===== src/rtl/pb_keyscan.sv =====
// pb_keyscan: 21-button synchronizer, debouncer and press-event keycode FIFO.
// Define PB_KEYSCAN_AUTOREPEAT_EN to push the code of a lone held key again after a delay, then at a fixed rate.
module pb_keyscan #(
  parameter int DEBOUNCE_TICKS = 5,
  parameter int FIFO_DEPTH     = 4,
  parameter int REPEAT_DELAY   = 50,
  parameter int REPEAT_RATE    = 10
) (
  input  logic        hz100,
  input  logic        reset,
  input  logic [20:0] pb,
  input  logic        key_ready,
  input  logic        ovf_clr,
  output logic        key_valid,
  output logic [4:0]  key_code,
  output logic [20:0] held,
  output logic        overflow
);

  localparam int PW = $clog2(FIFO_DEPTH);
  localparam int CW = PW + 1;

  if (DEBOUNCE_TICKS < 1 || DEBOUNCE_TICKS > 255 || FIFO_DEPTH < 2 || FIFO_DEPTH > 16 ||
      (FIFO_DEPTH & (FIFO_DEPTH - 1)) != 0 || REPEAT_DELAY < 1 || REPEAT_RATE < 1) begin : g_bad_params
    $error("pb_keyscan: parameter out of range");
  end

  typedef enum logic {STABLE = 1'b0, SETTLE = 1'b1} db_state_e;

  db_state_e   state_q, state_d;
  logic [7:0]  cnt_q, cnt_d;
  logic        held_upd;
  logic [20:0] sync1_q, sync_q, sync_prev_q;
  logic [20:0] held_q, held_d, pending_q, pending_d;
  logic [20:0] newbits, rpt_bits, req_bits, push_onehot;
  logic [4:0]  push_code;
  logic        push, pop, full;
  logic [4:0]  mem_q [FIFO_DEPTH];
  logic [PW-1:0] wr_ptr_q, wr_ptr_d, rd_ptr_q, rd_ptr_d;
  logic [CW-1:0] count_q, count_d;
  logic        key_valid_q, key_valid_d, overflow_q, overflow_d;
  logic [4:0]  key_code_q, key_code_d;

  // Debounce FSM: state register.
  // NOTE: sequential state always uses non-blocking assignment so every flop samples pre-edge values.
  always_ff @(posedge hz100 or negedge reset) begin
    if (!reset) state_q <= STABLE;
    else        state_q <= state_d;
  end

  // Debounce FSM: next state. held updates on the very cycle the count reaches DEBOUNCE_TICKS.
  // NOTE: every combinational output gets a default first, so no path can infer a latch.
  always_comb begin
    state_d  = state_q;
    cnt_d    = cnt_q;
    held_upd = 1'b0;
    case (state_q)
      STABLE: if (sync_q != held_q) begin
        cnt_d   = 8'd1;
        state_d = SETTLE;
      end
      SETTLE: cnt_d = (sync_q != sync_prev_q) ? 8'd1 : cnt_q + 8'd1;
      default: state_d = STABLE;
    endcase
    if (state_d == SETTLE && cnt_d == 8'(DEBOUNCE_TICKS)) begin
      held_upd = 1'b1;
      state_d  = STABLE;
      cnt_d    = '0;
    end
  end

`ifdef PB_KEYSCAN_AUTOREPEAT_EN
  logic [15:0] rpt_cnt_q, rpt_cnt_d;
  logic        rpt_phase_q, rpt_phase_d, single_held;

  // Repeat requests are suppressed on a held update so a release never yields a trailing code.
  always_comb begin
    single_held = (held_q != '0) && ((held_q & (held_q - 21'd1)) == '0);
    rpt_cnt_d   = rpt_cnt_q + 16'd1;
    rpt_phase_d = rpt_phase_q;
    rpt_bits    = '0;
    if (held_upd || !single_held) begin
      rpt_cnt_d   = '0;
      rpt_phase_d = 1'b0;
    end else if (rpt_cnt_q == (rpt_phase_q ? 16'(REPEAT_RATE - 1) : 16'(REPEAT_DELAY - 1))) begin
      rpt_bits    = held_q;
      rpt_cnt_d   = '0;
      rpt_phase_d = 1'b1;
    end
  end

  always_ff @(posedge hz100 or negedge reset) begin
    if (!reset) begin
      rpt_cnt_q   <= '0;
      rpt_phase_q <= 1'b0;
    end else begin
      rpt_cnt_q   <= rpt_cnt_d;
      rpt_phase_q <= rpt_phase_d;
    end
  end
`else
  assign rpt_bits = '0;
`endif

  // Event and FIFO datapath: press capture, lowest-index push, registered head.
  always_comb begin
    newbits     = held_upd ? (sync_q & ~held_q) : '0;
    held_d      = held_upd ? sync_q : held_q;
    req_bits    = newbits | rpt_bits;
    push_onehot = '0;
    push_code   = '0;
    for (int i = 20; i >= 0; i--) begin
      if (pending_q[i]) begin
        push_onehot = 21'd1 << i;
        push_code   = 5'(i);
      end
    end
    pop        = key_valid_q && key_ready;
    full       = (count_q == CW'(FIFO_DEPTH));
    push       = (pending_q != '0) && (!full || pop);
    pending_d  = (pending_q & ~(push ? push_onehot : '0)) | (req_bits & ~pending_q);
    overflow_d = (overflow_q && !ovf_clr) || ((req_bits & pending_q) != '0);
    wr_ptr_d   = push ? wr_ptr_q + PW'(1) : wr_ptr_q;
    rd_ptr_d   = pop  ? rd_ptr_q + PW'(1) : rd_ptr_q;
    count_d    = count_q + CW'(push) - CW'(pop);
    key_valid_d = (count_d != '0);
    if (count_d == '0)                         key_code_d = '0;
    else if (push && (wr_ptr_q == rd_ptr_d))   key_code_d = push_code;
    else                                       key_code_d = mem_q[rd_ptr_d];
  end

  // NOTE: the FIFO storage has no reset; count and head registers alone define what is valid.
  always_ff @(posedge hz100) begin
    if (push) mem_q[wr_ptr_q] <= push_code;
  end

  always_ff @(posedge hz100 or negedge reset) begin
    if (!reset) begin
      sync1_q     <= '0;
      sync_q      <= '0;
      sync_prev_q <= '0;
      cnt_q       <= '0;
      held_q      <= '0;
      pending_q   <= '0;
      wr_ptr_q    <= '0;
      rd_ptr_q    <= '0;
      count_q     <= '0;
      key_valid_q <= 1'b0;
      key_code_q  <= '0;
      overflow_q  <= 1'b0;
    end else begin
      sync1_q     <= pb;
      sync_q      <= sync1_q;
      sync_prev_q <= sync_q;
      cnt_q       <= cnt_d;
      held_q      <= held_d;
      pending_q   <= pending_d;
      wr_ptr_q    <= wr_ptr_d;
      rd_ptr_q    <= rd_ptr_d;
      count_q     <= count_d;
      key_valid_q <= key_valid_d;
      key_code_q  <= key_code_d;
      overflow_q  <= overflow_d;
    end
  end

  assign key_valid = key_valid_q;
  assign key_code  = key_code_q;
  assign held      = held_q;
  assign overflow  = overflow_q;

endmodule


===== config.mk =====
export PLATFORM = sky130hd
export DESIGN_NAME = pb_keyscan
export DESIGN_NICKNAME = d
export VERILOG_FILES = /design/src/rtl/pb_keyscan.sv
export SDC_FILE = /design/constraint.sdc
export NUM_CORES = 1
export LEC_CHECK = 0
export BUFFER_PORTS_ARGS = -buffer_cell sky130_fd_sc_hd__buf_2
export CAP_MARGIN = 40
export CORE_AREA = 2 2 78 136
export DETAILED_ROUTE_END_ITERATION = 6
export DIE_AREA = 0 0 80 138
export HOLD_SLACK_MARGIN = 0.08
export MAX_ROUTING_LAYER = met4
export PLACE_DENSITY = 0.9
export SYNTH_ARGS = -nofsm -noshare
export SYNTH_HDL_FRONTEND = slang
export SYNTH_SLANG_ARGS = --single-unit

===== constraint.sdc =====
create_clock -name hz100 -period 7.45 [get_ports hz100]
set_input_delay 0.745 -clock hz100 [delete_from_list [all_inputs] [get_ports hz100]]
set_output_delay 0.745 -clock hz100 [all_outputs]
set_load 0.005 [all_outputs]

# Yosys cells after proc, flatten, opt, wreduce, memory -nomap -nowiden
# Memory sizes are Yosys's and may differ from the RTL's.
# Index checks and enable logic that the tools add are counted.
[classes]
add_sub_neg = 5
n_eq_ne = 5
muxes = 57
n_bitwise = 9
reduce_logical = 13
[ops]
columns = ["operator", "n"]
rows = [
  ["$mux 21", 23],
  ["$mux 5", 23],
  ["$and 21x21->21", 4],
  ["$not 21->21", 3],
  ["$ne 21x21->1", 2],
  ["$reduce_bool 21->1", 2],
  ["$mux 8", 3],
  ["$or 21x21->21", 1],
  ["$pmux 8 s2", 1],
  ["$add 8x1->8 const B", 1],
  ["$eq 8x3->1 const B", 1],
  ["$mux 1", 6],
  ["$logic_and 1x1->1", 5],
  ["$add 2x1->2 const B", 2],
  ["$add 3x1->3", 1],
  ["$eq 3x3->1 const B", 1],
  ["$logic_not 3->1", 1],
  ["$reduce_bool 3->1", 1],
  ["$sub 3x1->3", 1],
  ["$eq 2x2->1", 1],
  ["$logic_not 1->1", 2],
  ["$logic_or 1x1->1", 2],
  ["$mux 2", 1],
  ["$not 1->1", 1],
]
[word_totals]
register_bits = 128
mem_bits_rw = 20
inputBits = 25
output_inout_bits = 28
elab_cells = 103
n_memories = 1
[mem_list]
columns = ["memory", "depth", "width", "read_ports", "rd_ports_with_merged_regs", "wr", "line", "text"]
rows = [
  ["mem_q", 4, 5, 1, 0, 1, "38", "logic [4:0] mem_q [FIFO_DEPTH];"],
]

# Logic depth before layout (Yosys ltp)
# Gate-level depths: netlist (run 1).
[depth]
depth_word = 25
depth_mapped = 12

# Least setup slack after synthesis (run 1)
# No wires, ideal clock.
[synth_timing]
kind = "input to register"
startpoint = "in key_ready"
endpoint = "reg key_code_q[1] (netlist: key_code[1])"
t_arrival_ns = 2.984
path_slack_ns = 4.326
stages = 11
path_cell_list = "nand2_1 and3_1 a21oi_1 clkbuf_1 ha_1 inv_1 fa_1 xnor2_1 xnor2_1 nor3_1 nor2_1"
[synth_via]
elab_chain_len = 7
[synth_rtl]
columns = ["item", "line", "text"]
rows = [
  ["from (decl)", "12", "input logic key_ready,"],
  ["$logic_and 1x1->1", "118", "pop = key_valid_q && key_ready;"],
  ["$logic_or 1x1->1", "120", "push = (pending_q != '0) && (!full || pop);"],
  ["$logic_and 1x1->1", "120", ""],
  ["net push", "37", "logic push, pop, full;"],
  ["$add 3x1->3", "125", "count_d = count_q + CW'(push) - CW'(pop);"],
  ["$sub 3x1->3", "125", ""],
  ["net count_d[2]", "40", "logic [CW-1:0] count_q, count_d;"],
  ["$logic_not 3->1", "127", "if (count_d == '0) key_code_d = '0;"],
  ["$mux 5", "127", ""],
  ["net key_code_d[1]", "42", "logic [4:0] key_code_q, key_code_d;"],
  ["to (signal assigned)", "162", "key_code_q <= key_code_d;"],
  ["to (decl)", "42", ""],
]
# The timed path passes the listed nets, and every way through them passes these cells.
# A chain may end at the register's enable or synchronous reset.

# Worst setup path after layout (run 1)
[layout_timing]
startpoint = "reg pending_q[14]"
endpoint = "reg key_code_q[1] (netlist: key_code[1])"
[layout_rtl]
columns = ["item", "line", "text"]
rows = [
  ["from (decl)", "34", "logic [20:0] held_q, held_d, pending_q, pending_d;"],
  ["from (signal assigned)", "157", "pending_q <= pending_d;"],
  ["$reduce_bool 21->1", "120", ""],
  ["$logic_and 1x1->1", "120", ""],
  ["$add 3x1->3", "125", ""],
  ["$sub 3x1->3", "125", ""],
  ["net count_d[2]", "40", ""],
  ["$logic_not 3->1", "127", ""],
  ["$mux 5", "127", ""],
  ["net key_code_d[1]", "42", ""],
]
# The timed path passes the listed nets, and every way through them passes these cells.

==> results of run 1 <==
## flip-flops by register name, summed over array words and instances (netlist names), 3 cells and up
name and flops:
cnt_q 8, count_q 3, held 21, key_code 5
mem_q 20, pending_q 21, sync1_q 21, sync_prev_q 21
sync_q 21
## critical path: stages (launching register included)
cell and delay, ps:
sky130_fd_sc_hd__dfrtp_1 430, sky130_fd_sc_hd__or4_1 610, sky130_fd_sc_hd__or2_1 260, sky130_fd_sc_hd__nor2_1 100
sky130_fd_sc_hd__a21oi_1 140, sky130_fd_sc_hd__buf_4 230, sky130_fd_sc_hd__ha_1 200, sky130_fd_sc_hd__inv_1 70
sky130_fd_sc_hd__fa_1 180, sky130_fd_sc_hd__xnor2_1 130, sky130_fd_sc_hd__xnor2_1 120, sky130_fd_sc_hd__nor3_1 480
sky130_fd_sc_hd__nor2_1 120
## area by class of cell
type                       instances  area (µm²)  share of cell area (%)
sequential                       148        3800                    52.6
multi-input combinational        270        2180                    30.1
clock buffer                      21         472                    6.52
timing repair buffer              57         313                    4.32
inverter                          52         195                    2.70
tap                              127         159                    2.20
clock inverter                    11         114                    1.57
## cell families after synthesis
group	synth area share (%)
simple gates	8.44
flops	61.1
mux	6.25
xor+xnor	4.36
fa+ha+maj	5.95
compound gates	10.0
buf+inv	3.86
## layer usage
metal	track usage [%]	part of all wire (%)	vias up
li1	-	-	1841
met1	26.6	34	2012
met2	49.5	57	163
met3	5.87	3.7	53
met4	15.2	5.6	0
met5	-	0	-
## power groups by stage
stage	clock (mW)	combinational, mW	sequential [mW]
after global routing	0.880	0.383	0.935
after detailed placement	0	0.351	0.943
final	0.835	0.347	0.929
after global placement	0	0.315	0.938
after floorplan	0	0.226	0.935
after CTS	0.849	0.353	0.929
## metrics by stage
stage,std cells,power (mW),hold slack (ps)
after floorplan,477,1.16,331
after global placement,651,1.25,331
after detailed placement,654,1.29,335
after CTS,686,2.13,348
after global routing,686,2.20,350
final,686,2.11,347
## synth_stat cells, types with 2 or more instances
cell	instances	share of area [%]
sky130_fd_sc_hd__inv_1	52	3.1
sky130_fd_sc_hd__dfrtp_1	128	51
sky130_fd_sc_hd__or3_4	2	0.36
sky130_fd_sc_hd__nand2_1	14	0.84
sky130_fd_sc_hd__mux2_2	21	3.8
sky130_fd_sc_hd__xor2_1	11	1.5
sky130_fd_sc_hd__nand4_1	9	0.90
sky130_fd_sc_hd__buf_4	2	0.24
sky130_fd_sc_hd__o21a_1	3	0.36
sky130_fd_sc_hd__ha_1	28	5.6
sky130_fd_sc_hd__o22a_1	2	0.28
sky130_fd_sc_hd__a22oi_1	5	0.60
sky130_fd_sc_hd__and3_1	5	0.50
sky130_fd_sc_hd__a41oi_1	2	0.28
sky130_fd_sc_hd__mux4_2	5	1.8
sky130_fd_sc_hd__or4_1	3	0.36
sky130_fd_sc_hd__mux2i_1	4	0.64
sky130_fd_sc_hd__nor4_1	4	0.40
sky130_fd_sc_hd__a22o_1	2	0.28
sky130_fd_sc_hd__a31o_2	18	2.5
sky130_fd_sc_hd__nor2b_1	2	0.20
sky130_fd_sc_hd__a31o_1	2	0.28
sky130_fd_sc_hd__a31oi_1	3	0.30
sky130_fd_sc_hd__xnor2_1	20	2.8
sky130_fd_sc_hd__o21ai_0	13	1.0
sky130_fd_sc_hd__nor2_1	29	1.7
sky130_fd_sc_hd__nor3_1	6	0.48
sky130_fd_sc_hd__o31ai_1	2	0.24
sky130_fd_sc_hd__and2_2	4	0.48
sky130_fd_sc_hd__edfxtp_1	20	9.7
sky130_fd_sc_hd__nand3_1	8	0.64
sky130_fd_sc_hd__clkbuf_1	3	0.18
sky130_fd_sc_hd__and2_1	6	0.60
sky130_fd_sc_hd__a21oi_1	12	0.97
sky130_fd_sc_hd__a221oi_1	4	0.56
## worst paths after layout
| path | endpoint | start | slack [ps] | depth (start not counted) |
|---|---|---|---|---|
| min in group hz100 | sync_q[18] | sync1_q[18] | 350 | 0 |
| max reg2reg | key_code[1] | pending_q[14] | 4230 | 12 |
| max | key_code[1] | pending_q[14] | 4230 | 12 |
| min | rd_ptr_q[0] | reset | 350 | 1 |
| min reg2reg | sync_q[18] | sync1_q[18] | 350 | 0 |
| max in group asynchronous | sync_q[18] | reset | 5960 | 3 |
==> results.yml, run 1 <==
drt:
  route.detailed.wl_per_inst_um: 20.3
  drc: 0
  avg_vias_per_cell: 5.93
  first_pass_iters: 4
  drtIter0Drc: 285
  final_antenna_net_count: 0
  detail_route.wirelength_mm: 13.9
  vias: 4069
clocking:
  clk_pin_slew_worst_paths_ps: 60
  clkLatencyLatePin_ps: 420
  ctsRootBufferMaster: "sky130_fd_sc_hd__clkbuf_16"
  tritoncts.num_buffers: 17
  post_cts_resize_count: 0
  clock_sink_count: 148
  tritoncts: "built"
  clockBufferDepth: 2
  cts.hold.buffers_added: 0
  post_cts_setup_driven_buffer_insertion_count: 0
  clock_tree.htree_level_count: 4
synth:
  syn_area_um2: 6220
  synthesis.nets: 531
  number_of_flops_mapped_to_enable_cells_by_yosys: 20
  yosys_register_bits: 148
  synthesis.instances: 477
  synth_area_per_cell_um2: 13.0
  synthDistinctLibCells: 58
  yosysWarningCount: 0
  synth-main-ff-cell: "sky130_fd_sc_hd__dfrtp_1"
  seq_area_frac_synth_pct: 61.1
  async_flop_share_pct: 86.5
cells_and_area:
  area_growth_pct: 16.3
  stdcell_area_um2: 7240
  filler_cell_count: 665
  layout.nets: 600
  layout.cells.most_common_list: "sky130_fd_sc_hd__dfrtp_1, sky130_fd_sc_hd__inv_1, sky130_fd_sc_hd__buf_2"
  num_antenna_cells: 0
  postLayoutCoreUtil_pct: 72.0
  most_common_cell_after_layout_fill_and_taps_aside: "sky130_fd_sc_hd__dfrtp_1"
  post_route_cells_drive_above_1_share_pct: 25.4
timing:
  worst_slew_pin_slew_ps: 821
  worst_slack_ps: 4230
  slew_headroom_pct: 45.1
  timing.final.max_slew_violations: 0
  grt_setup_unrepaired: "false"
  layout_min_cycle_time_ps: 3220
  finalHoldViolations: 0
  share_of_the_cycle_needed_by_the_critical_path_after_routing_pct: 43.2
  timing.clock.skew_ps: 9.07
  setup_viol_count_final: 0
  timing.setup.tns_ps: 0
  max_frequency_mhz: 311
power:
  clockPowerShare_pct: 39.6
  p_seq_share_pct: 44.0
  irDropWorstVdd_mv: 0.253
  power.density_nw_per_um2: 292
  p_switching_uw: 572
  comb_power_share_pct: 16.4
  power.share.switching_pct: 27.1
  intPower_mw: 1.54
  static-leakage-power_nw: 3.31
die:
  initial_utilization_pct: 61.9
  die_area_um2: 11000
  boundaryPins: 53
  die_width_um: 80
  core-area_um2: 10100
  fp.dieH_um: 138
  row_count: 49
setup_path:
  timing.critical_path.arrival_ps: 3500
  worstPathRequired_ps: 7730
  cp-end-kind: "register"
  critical_path_fanout_max: 13
  critPathLaunchType: "register"
  timing_worst_setup_path_type: "register to register"
placement:
  placed_cell_area_um2: 6650
  gp_congestion: 1.01
  port-buffer-count: 52
  pre_cts_slack_ps: 4060
  hpwlAfterDp_mm: 10.1
global_routing:
  grt_start_max_net_pins: 53
  grt_util_all_layers_pct: 27.7
  grt_remaining_overflow: 0
  number_of_global_route_vias_before_repair: 4275
  grt_first_pass_wirelength_mm: 21.7
  grt_antenna_before_repair: 0
worst_hold_path:
  type_of_the_worst_min_delay_path: "input port to async pin"
outcome:
  run_status: "complete, no violations"
flow_run:
  timing.max_cap.violations: 0
(Power assumes the default switching activity.)
==> inputs of run 2 (changes only) <==
- CORE_AREA: 2 2 78 136 -> 2 2 85 149
- DIE_AREA: 0 0 80 138 -> 0 0 87 151
- PLACE_DENSITY: 0.9 -> 0.81
- clock period: 7.45 -> 2.93 ns (I/O delays scaled with it)
==> run 2 against run 1 <==
Critical endpoint is now key_code[3]. Critical path type unchanged. Clock power grew to 2.5 times the previous value. Setup slack lost 4100 ps. Core utilization shrank 7.9 points. Sequential cell count is the same. Via count grew 1.4%. Sequential share of layout area shrank 2.5 points. Fmax grew 16%. Critical path depth is the same.
==> results.yml, run 2 (same netlist as run 1, synthesis figures left out) <==
outcome:
  run_status: "complete, no violations"
clocking:
  clkLatencyLatePin_ps: 420
  tritoncts.num_buffers: 17
  tritoncts: "built"
  clock_sink_count: 148
  ctsRootBufferMaster: "sky130_fd_sc_hd__clkbuf_16"
  clockBufferDepth: 2
  clk_pin_slew_worst_paths_ps: 60
  clock_tree.htree_level_count: 4
cells_and_area:
  sequential_cell_area_um2: 3800
  most_common_cell_after_layout_fill_and_taps_aside: "sky130_fd_sc_hd__dfrtp_1"
  area_growth_pct: 22.1
  layout.cells.most_common_list: "sky130_fd_sc_hd__dfrtp_1, sky130_fd_sc_hd__inv_1, sky130_fd_sc_hd__buf_2"
  layout.nets: 636
  post_route_cells_drive_above_1_share_pct: 27.2
  filler_cell_count: 849
  final_cell_count_no_fill: 732
  total_area_of_multi_input_combinational_cells_um2: 2190
  stdcell_area_um2: 7600
  num_antenna_cells: 0
die:
  row_count: 53
  die_width_um: 87
  boundaryPins: 53
  core-area_um2: 11900
  fp.dieH_um: 151
  die_area_um2: 13100
  initial_utilization_pct: 52.4
timing:
  finalHoldViolations: 0
  timing.final.max_slew_violations: 0
  layout_min_cycle_time_ps: 2780
  worst_slew_pin_slew_ps: 728
  share_of_the_cycle_needed_by_the_critical_path_after_routing_pct: 94.9
  setup_viol_count_final: 0
  max_frequency_mhz: 360
  slew_headroom_pct: 51.4
  timing.clock.skew_ps: 6.73
setup_path:
  critPathLaunchType: "register"
  crit_top_cell: "sky130_fd_sc_hd__nor2_1"
  regToRegStartpoint: "pending_q[14]"
  cpPeakStageDelay_ps: 570
  timing.critical_path.arrival_ps: 3080
  critical_path_fanout_max: 6
  worstPathCellList: "or4_4 -> or2_1 -> nor2_1 -> a21oi_1 -> ha_1 -> inv_1 -> fa_1 -> xnor2_2 -> xnor2_1 -> nor3_1 -> buf_4 -> nor2_1"
  cp-end-kind: "register"
  rrSetupSlack_ps: 150
  worst_path_max_delay_cell: "sky130_fd_sc_hd__or4_4"
  timing_worst_setup_path_type: "register to register"
  r2r_end: "key_code[3]"
  worstPathRequired_ps: 3230
  worstRegToRegCells: 12
global_routing:
  grt_start_max_net_pins: 57
  grt_first_pass_wirelength_mm: 22.0
  grt_util_all_layers_pct: 23.5
  grt_remaining_overflow: 0
  number_of_global_route_vias_before_repair: 4416
  grt_antenna_before_repair: 0
drt:
  met2_wirelength_from_detailed_routing_mm: 7.84
  final_antenna_net_count: 0
  first_pass_iters: 4
  detail_route.wirelength_mm: 13.8
  drc: 0
  vias: 4125
  avg_vias_per_cell: 5.64
  route.top_layer_used: "met4"
  drtIter0Drc: 172
  wl_met1_mm: 4.77
  met3WireLength_um: 377
  route.detailed.wl_per_inst_um: 18.9
power:
  total_power_mw: 5.45
  p_switching_mw: 1.47
  power.share.switching_pct: 26.9
  p_seq_share_pct: 43.2
  comb_power_share_pct: 17.8
  power.density_nw_per_um2: 718
  clockPowerShare_pct: 39.0
  irDropWorstVdd_mv: 0.510
  intPower_mw: 3.99
  static-leakage-power_nw: 3.49
placement:
  placed_cell_area_um2: 6760
  port-buffer-count: 52
  gp_congestion: 0.978
  hpwlAfterDp_mm: 9.95
  dp_cells: 675
worst_hold_path:
  hold-path-endpoint: "overflow"
  worst_hold_startpoint: "ovf_clr"
  type_of_the_worst_min_delay_path: "input port to register"
  hold_depth: 3
flow_run:
  timing.max_cap.violations: 0
run 2: area by class of cell:
class / instances / share of cell area [%]
clock buffer: 20 / 6.14
clock inverter: 12 / 1.53
inverter: 52 / 2.57
multi-input combinational: 270 / 28.9
sequential: 148 / 50.1
tap: 137 / 2.26
timing repair buffer: 93 / 8.56
run 2: per-layer routing:
layer | vias up | GRT usage (%)
met5 | - | -
li1 | 1905 | -
met2 | 125 | 42.2
met4 | 0 | 14.5
met3 | 56 | 4.58
met1 | 2039 | 22.3
run 2: through the flow:
stage                     setup slack [ps]  hold WS, ps  utilization [%]  setup TNS (ps)
after floorplan                       7.71        -2.59                -               0
after detailed placement               178          335             56.9               0
final                                  150          268             64.0               0
after global routing                 -32.8          259             64.0            -143
after global placement                 259          332             56.9               0
after CTS                              172          258             63.7               0
run 2: how the worst max path moves through the flow:
stage                       start     endpoint  cells past startpoint
floorplan            pending_q[8]  key_code[1]                     12
global route        pending_q[14]  key_code[3]                     12
CTS                 pending_q[14]  key_code[3]                     12
detailed placement  pending_q[14]  key_code[3]                     12
global placement       sync_q[19]     held[14]                      9
finish              pending_q[14]  key_code[3]                     12
run 2: worst max-delay path: cells and delay by family (launching register included):
| family | cells | cell delay [ps] |
|---|---|---|
| fa+ha+maj | 2 | 430 |
| compound gates | 1 | 100 |
| flops | 1 | 430 |
| xor+xnor | 2 | 250 |
| simple gates | 5 | 1190 |
| buf+inv | 2 | 250 |
run 2: what timing repair did:
item                                    4_1_cts  5_1_grt
resized for setup                             0        4
setup buffers                                 0        3
endpoints found under the setup margin        0        5
hold buffers                                 22        0
hold endpoints to repair                     75        0
run 2: power groups by stage:
| stage | logic, mW | registers, mW | clock network, mW |
|---|---|---|---|
| after floorplan | 0.575 | 2.38 | 0 |
| after global routing | 1.09 | 2.38 | 2.24 |
| after detailed placement | 0.916 | 2.39 | 0 |
| final | 0.971 | 2.36 | 2.12 |
| after CTS | 0.941 | 2.36 | 2.14 |
| after global placement | 0.871 | 2.38 | 0 |
==> inputs of run 3 (changes only) <==
- clock period: 2.93 -> 2.35 ns (I/O delays scaled with it)
==> run 3 against run 2 <==
The run now ends with setup timing left. Non-clock buffer count up 84. Combinational power up 56%. Critical path depth down 1. Clock-buffer cell count up 2. Final area up 14%. Wire length up 17%. Clock power up 36%. First-iteration DRC count up 130%. Global-route usage up 3.3 points. Register-to-register slack worse by 440 ps. Sequential share of layout area down 6.0 points. Largest cell class unchanged. Largest power group unchanged.
==> results.yml, run 3 (same netlist as run 1, synthesis figures left out) <==
clocking:
  ctsRootBufferMaster: "sky130_fd_sc_hd__clkbuf_16"
  tritoncts.num_buffers: 17
  clkLatencyLatePin_ps: 430
  tritoncts: "built"
  clk_pin_slew_worst_paths_ps: 60
  clock_sink_count: 148
  clockBufferDepth: 2
  clock_tree.htree_level_count: 4
global_routing:
  grt_util_all_layers_pct: 26.7
  grt_first_pass_wirelength_mm: 25.0
  grt_antenna_before_repair: 0
  grt_remaining_overflow: 0
  grt_start_max_net_pins: 66
  number_of_global_route_vias_before_repair: 5001
cells_and_area:
  most_common_cell_after_layout_fill_and_taps_aside: "sky130_fd_sc_hd__dfrtp_1"
  layout.cells.most_common_list: "sky130_fd_sc_hd__dfrtp_1, sky130_fd_sc_hd__buf_4, sky130_fd_sc_hd__buf_2"
  num_antenna_cells: 0
  post_route_cells_drive_above_1_share_pct: 40.2
  filler_cell_count: 719
  postLayoutCoreUtil_pct: 72.8
  stdcell_area_um2: 8640
  layout.nets: 720
  area_growth_pct: 38.8
timing:
  grt_setup_unrepaired: "true"
  worst_slack_ps: -287
  layout_min_cycle_time_ps: 2640
  timing.final.max_slew_violations: 0
  share_of_the_cycle_needed_by_the_critical_path_after_routing_pct: 112
  timing.clock.skew_ps: 6.48
  setup_viol_count_final: 52
  max_frequency_mhz: 379
  timing.setup.tns_ps: -11770
  worst_slew_pin_slew_ps: 542
  slew_headroom_pct: 63.9
  finalHoldViolations: 0
flow_run:
  timing.max_cap.violations: 0
worst_hold_path:
  type_of_the_worst_min_delay_path: "input port to register"
setup_path:
  critPathLaunchType: "register"
  timing.critical_path.arrival_ps: 2950
  cpPeakStageDelay_ps: 410
  worstPathRequired_ps: 2660
  timing_worst_setup_path_type: "register to register"
  critical_path_fanout_max: 7
  worst_path_max_delay_cell: "sky130_fd_sc_hd__dfrtp_1"
  worstPathCellList: "inv_1 -> ha_1 -> nand4b_1 -> nor4_4 -> nand2_2 -> and3_4 -> o211ai_1 -> a2111oi_4 -> buf_4 -> clkbuf_16 -> a31o_2"
  cp-end-kind: "register"
die:
  initial_utilization_pct: 52.4
  die_area_um2: 13100
  boundaryPins: 53
  die_width_um: 87
  row_count: 53
  fp.dieH_um: 151
  core-area_um2: 11900
placement:
  hpwlAfterDp_mm: 10.8
  gp_congestion: 0.948
  placed_cell_area_um2: 7510
  port-buffer-count: 52
drt:
  first_pass_iters: 5
  drtIter0Drc: 401
  drc: 0
  detail_route.wirelength_mm: 16.1
  avg_vias_per_cell: 5.73
  vias: 4676
  route.detailed.wl_per_inst_um: 19.8
  final_antenna_net_count: 0
power:
  power.density_nw_per_um2: 846
  static-leakage-power_nw: 4.05
  irDropWorstVdd_mv: 0.838
outcome:
  run_status: "finished with violations"
  failed_checks: "setup timing"
## run 3: changes by cell type in the layout (fill, tap and decap cells not counted), moves of 6 or more
cell / previous run / this run
sky130_fd_sc_hd__a31o_2: 18 / 9
sky130_fd_sc_hd__a31o_4: 0 / 9
sky130_fd_sc_hd__buf_4: 18 / 96
sky130_fd_sc_hd__mux2_2: 21 / 0
sky130_fd_sc_hd__mux2_4: 0 / 21
sky130_fd_sc_hd__nor2_1: 29 / 23
## run 3: where the power goes
| group | switching (mW) | internal (mW) |
|---|---|---|
| Clock | 1.11 | 1.77 |
| Combinational | 0.760 | 0.746 |
| Sequential | 0.0987 | 2.82 |
## run 3: through the flow
| step | cells | worst slack [ps] | hold WS [ps] | power (mW) |
|---|---|---|---|---|
| final | 816 | -287 | 226 | 7.31 |
| after global routing | 816 | -417 | 227 | 7.60 |
| after CTS | 811 | -235 | 208 | 7.30 |
| after detailed placement | 750 | -268 | 256 | 4.30 |
| after global placement | 750 | -183 | 255 | 4.21 |
| after floorplan | 477 | -310 | -60.6 | 3.77 |
## run 3: what timing repair did
action	CTS	global route
hold buffers	22	0
hold endpoints to repair	60	0
resized for setup	18	19
pin swaps	2	8
cloned	2	1
endpoints found under the setup margin	52	57
setup buffers	5	6
## run 3: layout make-up
cell class	instances	area [µm²]	share of cell area [%]
sequential	148	3800	44.0
clock inverter	10	129	1.49
timing repair buffer	177	1320	15.3
tap	137	171	1.98
multi-input combinational	270	2510	29.1
clock buffer	22	507	5.87
inverter	52	195	2.26
## run 3: path summary, 6_finish.rpt
path / startpoint / depth (start not counted) / slack (ps) / endpoint
max: held[17] / 11 / -290 / pending_q[9]
min: ovf_clr / 3 / 230 / overflow
max reg2reg: held[17] / 11 / -290 / pending_q[9]
min reg2reg: sync1_q[19] / 0 / 340 / sync_q[19]
max in group asynchronous: reset / 3 / 1260 / sync_q[5]
min in group asynchronous: reset / 2 / 350 / pending_q[10]
## run 3: worst max-delay path: cells and delay by family, from the launching register on
| family | cells | cell delay [ps] |
|---|---|---|
| buf+inv | 3 | 410 |
| fa+ha+maj | 1 | 290 |
| flops | 1 | 410 |
| simple gates | 4 | 810 |
| compound gates | 3 | 600 |
## run 3: metal layers
layer / wire (µm) / global-route usage, % / share of wire [%]
met3: 610 / 4.74 / 3.8
met4: 1210 / 19.5 / 7.5
met2: 8850 / 46.8 / 55
met1: 5460 / 25.6 / 34
met5: 0 / - / 0
